--- src/rtl/gshare_pkg.sv ---
// Shared types and widths for the gshare update controller slice.
// The PHT index / GHR, BTB tag and target widths are fixed here because the
// in-flight entry struct depends on them.
package gshare_pkg;

    localparam int IDX_W  = 7;
    localparam int TAG_W  = 24;
    localparam int ADDR_W = 32;

    typedef enum logic [1:0] {
        IDLE    = 2'd0,
        UPDATE  = 2'd1,
        RECOVER = 2'd2
    } ctrl_state_t;

    typedef struct packed {
        logic [IDX_W-1:0] index;
        logic [IDX_W-1:0] ghr;
        logic             taken;
    } inflight_t;

    // History as it should have been: pre-shift GHR plus the real outcome.
    function automatic logic [IDX_W-1:0] corrected_ghr(
        input logic [IDX_W-1:0] ghr,
        input logic             taken
    );
        return {ghr[IDX_W-2:0], taken};
    endfunction

endpackage

--- src/rtl/gshare_inflight_fifo.sv ---
// Program-order queue of in-flight predictions. Flush wins over push/pop.
module gshare_inflight_fifo
    import gshare_pkg::*;
#(
    parameter int DEPTH = 4
) (
    input  logic      clk,
    input  logic      rst,
    input  logic      push,
    input  logic      pop,
    input  logic      flush,
    input  inflight_t din,
    output inflight_t head,
    output logic      full,
    output logic      empty
);

    localparam int PTR_W = (DEPTH > 1) ? $clog2(DEPTH) : 1;
    localparam int OCC_W = $clog2(DEPTH + 1);

    inflight_t        mem_r [DEPTH];
    logic [PTR_W-1:0] wr_ptr_r;
    logic [PTR_W-1:0] rd_ptr_r;
    logic [OCC_W-1:0] count_r;
    logic             full_s;
    logic             empty_s;
    logic             push_ok_s;
    logic             pop_ok_s;

    assign full_s    = (count_r == OCC_W'(DEPTH));
    assign empty_s   = (count_r == {OCC_W{1'b0}});
    assign push_ok_s = push && !full_s && !flush;
    assign pop_ok_s  = pop && !empty_s && !flush;

    assign head  = mem_r[rd_ptr_r];
    assign full  = full_s;
    assign empty = empty_s;

    // Entry storage; only written on an accepted push.
    always_ff @(posedge clk) begin
        if (push_ok_s) begin
            mem_r[wr_ptr_r] <= din;
        end
    end

    // Pointers and occupancy; pointers wrap naturally since DEPTH is a power of two.
    always_ff @(posedge clk) begin
        if (rst || flush) begin
            wr_ptr_r <= {PTR_W{1'b0}};
            rd_ptr_r <= {PTR_W{1'b0}};
            count_r  <= {OCC_W{1'b0}};
        end else begin
            if (push_ok_s) begin
                wr_ptr_r <= wr_ptr_r + PTR_W'(1);
            end
            if (pop_ok_s) begin
                rd_ptr_r <= rd_ptr_r + PTR_W'(1);
            end
            case ({push_ok_s, pop_ok_s})
                2'b10:   count_r <= count_r + OCC_W'(1);
                2'b01:   count_r <= count_r - OCC_W'(1);
                default: count_r <= count_r;
            endcase
        end
    end

endmodule

--- src/rtl/gshare_update_ctrl.sv ---
// Sequences PHT/BTB updates for resolving branches in program order and
// restores the global history (and flushes wrong-path entries) on mispredict.
module gshare_update_ctrl
    import gshare_pkg::*;
#(
    parameter int DEPTH = 4,
    parameter int CNT_W = 16
) (
    input  logic              clk,
    input  logic              rst,
    input  logic              pred_valid,
    input  logic [IDX_W-1:0]  pred_index,
    input  logic [IDX_W-1:0]  pred_ghr,
    input  logic              pred_taken,
    output logic              pred_ready,
    input  logic              res_valid,
    input  logic              res_taken,
    input  logic [TAG_W-1:0]  res_tag,
    input  logic [ADDR_W-1:0] res_target,
    output logic              res_ready,
    output logic              upd_valid,
    output logic [IDX_W-1:0]  upd_index,
    output logic              upd_taken,
    output logic              btb_wr,
    output logic [IDX_W-1:0]  btb_index,
    output logic [TAG_W-1:0]  btb_tag,
    output logic [ADDR_W-1:0] btb_target,
    output logic              ghr_restore,
    output logic [IDX_W-1:0]  ghr_restore_val,
    output logic              lookup_stall,
    output logic [CNT_W-1:0]  mispred_cnt
);

    ctrl_state_t      state_r;
    ctrl_state_t      state_nxt_s;
    inflight_t        fifo_din_s;
    inflight_t        fifo_head_s;
    logic             fifo_full_s;
    logic             fifo_empty_s;
    logic             push_s;
    logic             pop_s;
    logic             flush_s;
    logic             pred_ready_s;
    logic             res_ready_s;
    logic             mispred_s;

    logic [IDX_W-1:0] head_ghr_r;
    logic             head_taken_r;
    logic             res_taken_r;

    logic             upd_valid_r;
    logic [IDX_W-1:0] upd_index_r;
    logic             upd_taken_r;
    logic             btb_wr_r;
    logic [IDX_W-1:0] btb_index_r;
    logic [TAG_W-1:0] btb_tag_r;
    logic [ADDR_W-1:0] btb_target_r;
    logic             ghr_restore_r;
    logic [IDX_W-1:0] ghr_restore_val_r;
    logic [CNT_W-1:0] mispred_cnt_r;

    // Handshakes come straight from registered state; no full-queue bypass.
    assign pred_ready_s = !fifo_full_s && (state_r != RECOVER);
    assign res_ready_s  = (state_r == IDLE) && !fifo_empty_s;
    assign push_s       = pred_valid && pred_ready_s;
    assign pop_s        = res_valid && res_ready_s;
    assign flush_s      = (state_r == RECOVER);
    assign mispred_s    = (state_r == UPDATE) && (res_taken_r != head_taken_r);

    assign fifo_din_s.index = pred_index;
    assign fifo_din_s.ghr   = pred_ghr;
    assign fifo_din_s.taken = pred_taken;

    gshare_inflight_fifo #(
        .DEPTH (DEPTH)
    ) u_fifo (
        .clk   (clk),
        .rst   (rst),
        .push  (push_s),
        .pop   (pop_s),
        .flush (flush_s),
        .din   (fifo_din_s),
        .head  (fifo_head_s),
        .full  (fifo_full_s),
        .empty (fifo_empty_s)
    );

    // Next-state decode: IDLE -> UPDATE on accept, UPDATE -> RECOVER on mispredict.
    always_comb begin
        state_nxt_s = state_r;
        case (state_r)
            IDLE: begin
                if (pop_s) begin
                    state_nxt_s = UPDATE;
                end else begin
                    state_nxt_s = IDLE;
                end
            end
            UPDATE: begin
                if (mispred_s) begin
                    state_nxt_s = RECOVER;
                end else begin
                    state_nxt_s = IDLE;
                end
            end
            RECOVER: state_nxt_s = IDLE;
            default: state_nxt_s = IDLE;
        endcase
    end

    // State register.
    always_ff @(posedge clk) begin
        if (rst) begin
            state_r <= IDLE;
        end else begin
            state_r <= state_nxt_s;
        end
    end

    // Capture the popped entry's history/prediction and the resolved direction.
    always_ff @(posedge clk) begin
        if (rst) begin
            head_ghr_r   <= {IDX_W{1'b0}};
            head_taken_r <= 1'b0;
            res_taken_r  <= 1'b0;
        end else if (pop_s) begin
            head_ghr_r   <= fifo_head_s.ghr;
            head_taken_r <= fifo_head_s.taken;
            res_taken_r  <= res_taken;
        end
    end

    // PHT and BTB write strobes/data, valid for the single UPDATE cycle.
    always_ff @(posedge clk) begin
        if (rst) begin
            upd_valid_r  <= 1'b0;
            upd_index_r  <= {IDX_W{1'b0}};
            upd_taken_r  <= 1'b0;
            btb_wr_r     <= 1'b0;
            btb_index_r  <= {IDX_W{1'b0}};
            btb_tag_r    <= {TAG_W{1'b0}};
            btb_target_r <= {ADDR_W{1'b0}};
        end else begin
            upd_valid_r <= pop_s;
            btb_wr_r    <= pop_s && res_taken;
            if (pop_s) begin
                upd_index_r <= fifo_head_s.index;
                upd_taken_r <= res_taken;
            end
            if (pop_s && res_taken) begin
                btb_index_r  <= fifo_head_s.index;
                btb_tag_r    <= res_tag;
                btb_target_r <= res_target;
            end
        end
    end

    // GHR restore strobe, asserted for the single RECOVER cycle.
    always_ff @(posedge clk) begin
        if (rst) begin
            ghr_restore_r     <= 1'b0;
            ghr_restore_val_r <= {IDX_W{1'b0}};
        end else begin
            ghr_restore_r <= mispred_s;
            if (mispred_s) begin
                ghr_restore_val_r <= corrected_ghr(head_ghr_r, res_taken_r);
            end
        end
    end

    // Saturating mispredict counter, bumped at the end of RECOVER.
    always_ff @(posedge clk) begin
        if (rst) begin
            mispred_cnt_r <= {CNT_W{1'b0}};
        end else if ((state_r == RECOVER) && (mispred_cnt_r != {CNT_W{1'b1}})) begin
            mispred_cnt_r <= mispred_cnt_r + CNT_W'(1);
        end
    end

    assign pred_ready      = pred_ready_s;
    assign res_ready       = res_ready_s;
    assign lookup_stall    = (state_r == UPDATE);
    assign upd_valid       = upd_valid_r;
    assign upd_index       = upd_index_r;
    assign upd_taken       = upd_taken_r;
    assign btb_wr          = btb_wr_r;
    assign btb_index       = btb_index_r;
    assign btb_tag         = btb_tag_r;
    assign btb_target      = btb_target_r;
    assign ghr_restore     = ghr_restore_r;
    assign ghr_restore_val = ghr_restore_val_r;
    assign mispred_cnt     = mispred_cnt_r;

endmodule

--- config.mk ---
export PLATFORM = sky130hd
export DESIGN_NAME = gshare_update_ctrl
export DESIGN_NICKNAME = d
export VERILOG_FILES = /design/src/rtl/gshare_pkg.sv /design/src/rtl/gshare_inflight_fifo.sv /design/src/rtl/gshare_update_ctrl.sv
export SDC_FILE = /design/constraint.sdc
export NUM_CORES = 1
export LEC_CHECK = 0
export CORE_UTILIZATION = 50
export CTS_BUF_LIST = sky130_fd_sc_hd__clkbuf_8
export DETAILED_ROUTE_END_ITERATION = 7
export GPL_TIMING_DRIVEN = 0
export PLACE_DENSITY_LB_ADDON = 0.25
export SLEW_MARGIN = 10
export SYNTH_ARGS = -nofsm -noshare
export SYNTH_HDL_FRONTEND = slang
export SYNTH_HIERARCHICAL = 1
export SYNTH_SLANG_ARGS = --single-unit
--- constraint.sdc ---
create_clock -name clk -period 3.6 [get_ports clk]
set_clock_uncertainty 0.15 [all_clocks]
set_input_delay 0.54 -clock clk [delete_from_list [all_inputs] [get_ports clk]]
set_output_delay 0.54 -clock clk [all_outputs]
set_load 0.01 [all_outputs]
==> flow_summary.yaml, run 1 <==
synth:
  synth_area_per_cell_um2: 10.6
  syn-instance-count: 608
  syn_nets: 691
  ys_warn_count: 6
  synth_area_um2: 6450
clock_network:
  root_buffer: "clkbuf_8"
  insertion_delay_ns: 0.45
  cts_sinks: 171
  hold_buffers: 0
  cts_buffers: 17
  cts.path.max_buffers: 2
  cts.clk_slew.worst_paths_ns: 0.08
  cts_tree: "yes"
  htree_levels: 4
setup_path:
  critPathTopFamily: "simple AND/OR/NAND/NOR gates"
  critPathMaxStageDelay_ns: 0.41
  cp.required_ns: 3.84
  path_max_fanout: 18
  crit_start: "u_fifo/count_r[0]"
  critical_path_buf_inv_count: 2
  cp_slowest_cell: "dfxtp_1"
  crit_end: "u_fifo/count_r[2]"
  cp-end-kind: "flop"
  start_kind: "flop"
  reg2reg_slack_ns: 0.34
  reg2reg_to: "u_fifo/count_r[2]"
  path_cells: "nor3_1 -> nor3_2 -> nand2_1 -> inv_2 -> nor3b_2 -> ha_1 -> inv_1 -> fa_1 -> xor2_1 -> or3_2 -> a21oi_1"
  critPathKind: "flop to flop"
  rr_startpoint: "u_fifo/count_r[0]"
  cp.arrival_ns: 3.50
  reg2reg_depth: 11
  cp.depth: 11
placement:
  dpl.hpwl_um: 11300
  place_congestion: 0.816
  placed_cell_area_um2: 8410
  io_buffers: 174
power:
  ir_drop_v: 0.000327
  fin_total_pwr_mw: 4.69
  p_per_area_nw_per_um2: 536
  power_leakage_nw: 2.98
global_route:
  grt-ovfl-total: 0
  grt_max_degree: 17
  grt_pass1_wl_um: 23300
  gr-usage-all-layers_pct: 23.2
  antenna_found_initial: 0
  grt_pass1_vias: 4837
cells_and_area:
  nFillCells: 986
  antenna_cells: 0
  drive_gt1_share_pct: 9.59
  fin_area_um2: 8750
  final_nets: 883
  area_growth_pct: 35.7
  final_util_pct: 69.3
timing:
  post-route-period-util_pct: 90.6
  maxSlewHeadroom_pct: 51.9
  setup-violations-final: 0
  max_freq_mhz: 307
  rsz0062_at_grt: "false"
  slew_viol_final: 0
  hold_ws_ns: 0.306
  tns_ns: 0
  period_needed_ns: 3.26
  tightest_slew_ns: 0.720
  hold_viol_final: 0
drt:
  routed_wl_um: 15300
  drt_iter0_markers: 203
  via_per_inst: 5.14
  remaining_drc_errors: 0
  final_antenna_net_count: 0
  routedWlPerCell_um: 15.5
  drtPass1Iterations: 4
  dr_total_vias: 5063
run:
  max_cap_violations: 0
floorplanning:
  fp.dieH_um: 116
  die_area_um2: 13400
  pin_count: 176
  fp.dieW_um: 116
  start_util_pct: 51.1
  core_area_um2: 12600
  std_cell_rows: 41
hold_path:
  hp-class: "flop to flop"
status:
  run_status: "completed"
layout by cell type (no fill, tap or decap), types with 5 or more instances in the layout:
cell type / instances
a21oi_1: 94
buf_2: 10
clkbuf_1: 20
clkbuf_8: 17
clkdlybuf4s50_1: 174
dfxtp_1: 115
edfxtp_1: 56
ha_1: 6
inv_1: 10
mux2i_1: 10
mux4_2: 14
nand2_1: 165
nand4_1: 5
nor2_1: 24
nor3_1: 5
o21ai_0: 6
o31ai_1: 5
or4_1: 5
per-layer routing:
| layer | vias up | GRT usage [%] | part of all wire, % |
|---|---|---|---|
| li1 | 2491 | - | - |
| met1 | 2388 | 26.2 | 41 |
| met2 | 158 | 41.4 | 51 |
| met3 | 26 | 5.39 | 6.1 |
| met4 | 0 | 10.6 | 2.2 |
| met5 | - | 0 | 0 |
power breakdown:
| part | total, mW | internal, mW | switching, mW | leakage, nW |
|---|---|---|---|---|
| registers | 2.34 | 2.23 | 0.110 | 1.45 |
| logic | 1.16 | 0.554 | 0.610 | 1.38 |
| clock network | 1.19 | 0.527 | 0.661 | 0.158 |
worst min path at each step:
stage | from | endpoint | cells after the start
after floorplan | head_ghr_r[0] | head_ghr_r[0] | 2
after global placement | btb_tag[15] | btb_tag[15] | 2
after detailed placement | btb_index[6] | btb_index[6] | 2
after CTS | btb_target[21] | btb_target[21] | 2
after global routing | btb_tag[21] | btb_tag[21] | 2
final | btb_tag[9] | btb_tag[9] | 2
flip-flops by register name, summed over array words and instances (netlist names), 6 cells and up, named ones only:
register and count:
u_fifo/mem_r 56, btb_target 32, btb_tag 24, mispred_cnt 16, btb_index 7, ghr_restore_val 7
upd_index 7, head_ghr_r 6
layout make-up:
type | instances | area [um^2] | share of cell area, %
clock inverter | 15 | 110 | 1.26
buffer | 33 | 149 | 1.70
inverter | 10 | 37.5 | 0.429
multi-input combinational | 393 | 2280 | 26.1
clock buffer | 17 | 234 | 2.67
timing repair buffer | 174 | 1740 | 19.9
tap | 172 | 215 | 2.46
sequential | 171 | 3980 | 45.5
worst register-to-register path: stages (launching register included):
cell     delay (ns)
dfxtp_1        0.41
nor3_1         0.13
nor3_2         0.18
nand2_1        0.26
inv_2          0.33
nor3b_2        0.35
ha_1           0.25
inv_1          0.06
fa_1           0.37
xor2_1         0.17
or3_2          0.41
a21oi_1        0.14
per-stage QoR:
stage / std cells / worst slack, ns
6_report: 985 / 0.340
4_1_cts: 986 / 0.0387
3_3_place_gp: 954 / -0.328
3_5_place_dp: 954 / -0.381
2_1_floorplan: 608 / 0.322
5_1_grt: 985 / 0.151
repair_timing:
action,in CTS,in global routing
endpoints found under the setup margin,1,1
gates cloned,0,0
setup buffers,0,0
resized for setup,1,0
(Power assumes the default switching activity.)
==> inputs of run 2 (changes only) <==
--- a/config.mk
+++ b/config.mk
@@ -5,10 +5,11 @@
 export SDC_FILE = /design/constraint.sdc
 export NUM_CORES = 1
 export LEC_CHECK = 0
+export CAP_MARGIN = 5
 export CORE_UTILIZATION = 50
 export CTS_BUF_LIST = sky130_fd_sc_hd__clkbuf_8
 export DETAILED_ROUTE_END_ITERATION = 7
-export GPL_TIMING_DRIVEN = 0
+export GPL_TIMING_DRIVEN = 1
 export PLACE_DENSITY_LB_ADDON = 0.25
 export SLEW_MARGIN = 10
 export SYNTH_ARGS = -nofsm -noshare
==> constraint.sdc (replaced) <==
create_clock -name clk -period 3.6 [get_ports clk]
set_clock_uncertainty 0.15 [all_clocks]
set_input_delay 0.54 -clock clk [delete_from_list [all_inputs] [get_ports clk]]
set_output_delay 0.54 -clock clk [all_outputs]
set_load 0.02 [all_outputs]
==> run 2 against run 1 <==
Net effect:
- count of clock-buffer cells in the layout stayed put
- hold slack got worse by 0.0014 ns
- die area stayed put
- utilization decreased by 0.55 points
- non-clock buffer count fell by 25
- critical endpoint unchanged
==> flow_summary.yaml, run 2 (synthesis results as in run 1) <==
setup_path:
  cp.required_ns: 3.83
  start_kind: "flop"
  cp_slowest_cell: "or3b_1"
  critical_path_buf_inv_count: 3
  reg2reg_slack_ns: 0.44
  crit_end: "u_fifo/count_r[2]"
  cp.arrival_ns: 3.38
  critPathKind: "flop to flop"
  path_cells: "or3b_1 -> inv_1 -> nor2_1 -> and2_1 -> nor2b_1 -> and2_4 -> inv_1 -> ha_1 -> inv_1 -> fa_1 -> xor2_1 -> or3_2 -> a21oi_1"
  reg2reg_depth: 13
  critPathTopFamily: "simple AND/OR/NAND/NOR gates"
  cp.depth: 13
  cp_common_cell: "inv_1"
  reg2reg_to: "u_fifo/count_r[2]"
  rr_startpoint: "u_fifo/count_r[2]"
  cp-end-kind: "flop"
  path_max_fanout: 9
  crit_start: "u_fifo/count_r[2]"
  critPathMaxStageDelay_ns: 0.49
clock_network:
  cts_sinks: 171
  post_cts_resized: 0
  cts_buffers: 17
  cts.clk_slew.worst_paths_ns: 0.08
  root_buffer: "clkbuf_8"
  hold_buffers: 0
  insertion_delay_ns: 0.45
  post_cts_buffers: 0
  cts_tree: "yes"
  cts.path.max_buffers: 2
  htree_levels: 4
hold_path:
  whs_path_depth: 2
  hp-class: "flop to flop"
timing:
  tightest_slew_ns: 0.969
  rsz0062_at_grt: "false"
  post-route-period-util_pct: 87.7
  hold_viol_final: 0
  period_needed_ns: 3.16
  tns_ns: 0
  layout_setup_ws_ns: 0.444
  maxSlewHeadroom_pct: 35.3
  setup-violations-final: 0
  slew_viol_final: 0
  max_freq_mhz: 317
cells_and_area:
  antenna_cells: 0
  final_common_cell: "clkdlybuf4s50_1"
  layoutNonFillerInstCount: 960
  area_growth_pct: 34.6
  final_util_pct: 68.8
  largest_reg_flops: 56
  drive_gt1_share_pct: 8.88
  top_register: "u_fifo/mem_r"
  most-common-layout-cells: "clkdlybuf4s50_1 (173), nand2_1 (164), dfxtp_1 (115)"
  final_nets: 858
floorplanning:
  start_util_pct: 51.1
  pin_count: 176
  fp.dieH_um: 116
  std_cell_rows: 41
  fp.dieW_um: 116
  die_area_um2: 13400
  core_area_um2: 12600
power:
  fin_total_pwr_mw: 4.80
  ir_drop_v: 0.000353
  power_leakage_nw: 2.98
  p_per_area_nw_per_um2: 553
drt:
  routedWlPerCell_um: 15.8
  dr_total_vias: 5010
  final_antenna_net_count: 0
  drt_iter0_markers: 343
  drtPass1Iterations: 5
  via_per_inst: 5.22
  remaining_drc_errors: 0
  routed_wl_um: 15100
global_route:
  grt-ovfl-total: 0
  grt_max_degree: 82
  gr-usage-all-layers_pct: 22.6
  grt_pass1_wl_um: 22700
  grt_pass1_vias: 4626
  antenna_found_initial: 0
placement:
  io_buffers: 174
  dp_slack_ns: 0.494
  placed_cells: 928
  dpl.hpwl_um: 10500
  place_congestion: 0.805
status:
  run_status: "completed"
run:
  max_cap_violations: 0
-- run 2: cell types whose count changed in the layout (fill, tap and decap cells not counted), moves of 2 or more --
cell	delta
buf_4	+7
inv_1	+5
clkinvlp_4	-2
buf_2	-10
clkinvlp_2	-4
clkbuf_1	-20
-- run 2: where the power goes --
group / leakage [nW] / internal (mW) / total [mW] / switching, mW
logic: 1.33 / 0.548 / 1.22 / 0.672
clock network: 0.198 / 0.593 / 1.23 / 0.636
registers: 1.45 / 2.22 / 2.35 / 0.131
-- run 2: worst min-delay path by stage --
| stage | start | to | slack [ns] |
|---|---|---|---|
| after floorplan | head_ghr_r[0] | head_ghr_r[0] | 0.29 |
| after global placement | btb_tag[18] | btb_tag[18] | 0.29 |
| after detailed placement | btb_target[17] | btb_target[17] | 0.30 |
| after CTS | btb_target[8] | btb_target[8] | 0.31 |
| after global routing | btb_target[2] | btb_target[2] | 0.32 |
| final | btb_tag[9] | btb_tag[9] | 0.30 |
-- run 2: per-stage QoR --
stage	hold WS (ns)	instance area, um^2
global route	0.319	8680
global placement	0.291	8330
floorplan	0.286	6450
finish	0.305	8680
detailed placement	0.297	8330
CTS	0.308	8680
-- run 2: metal layers --
metal / vias up / GRT usage, % / wire, um / part of all wire [%]
li1: 2436 / - / - / -
met1: 2363 / 26.1 / 6030 / 40
met2: 186 / 39.6 / 7760 / 51
met3: 25 / 5.44 / 993 / 6.6
met4: 0 / 10.6 / 337 / 2.2
met5: - / 0 / 0 / 0
-- run 2: area by class of cell --
type                    instances  area, um^2
flip-flops and latches        171        3980
fillers                       960        3940
multi-input cells             393        2280
repair buffers                182        1810
clock buffers                  17         234
well taps                     172         215
clock inverters                15         121
inverters                      10        37.5
-- run 2: worst min-delay path: stages, from the launching register on --
cell and delay, ns:
dfxtp_1 0.31, nand2_1 0.05, a21oi_1 0.05
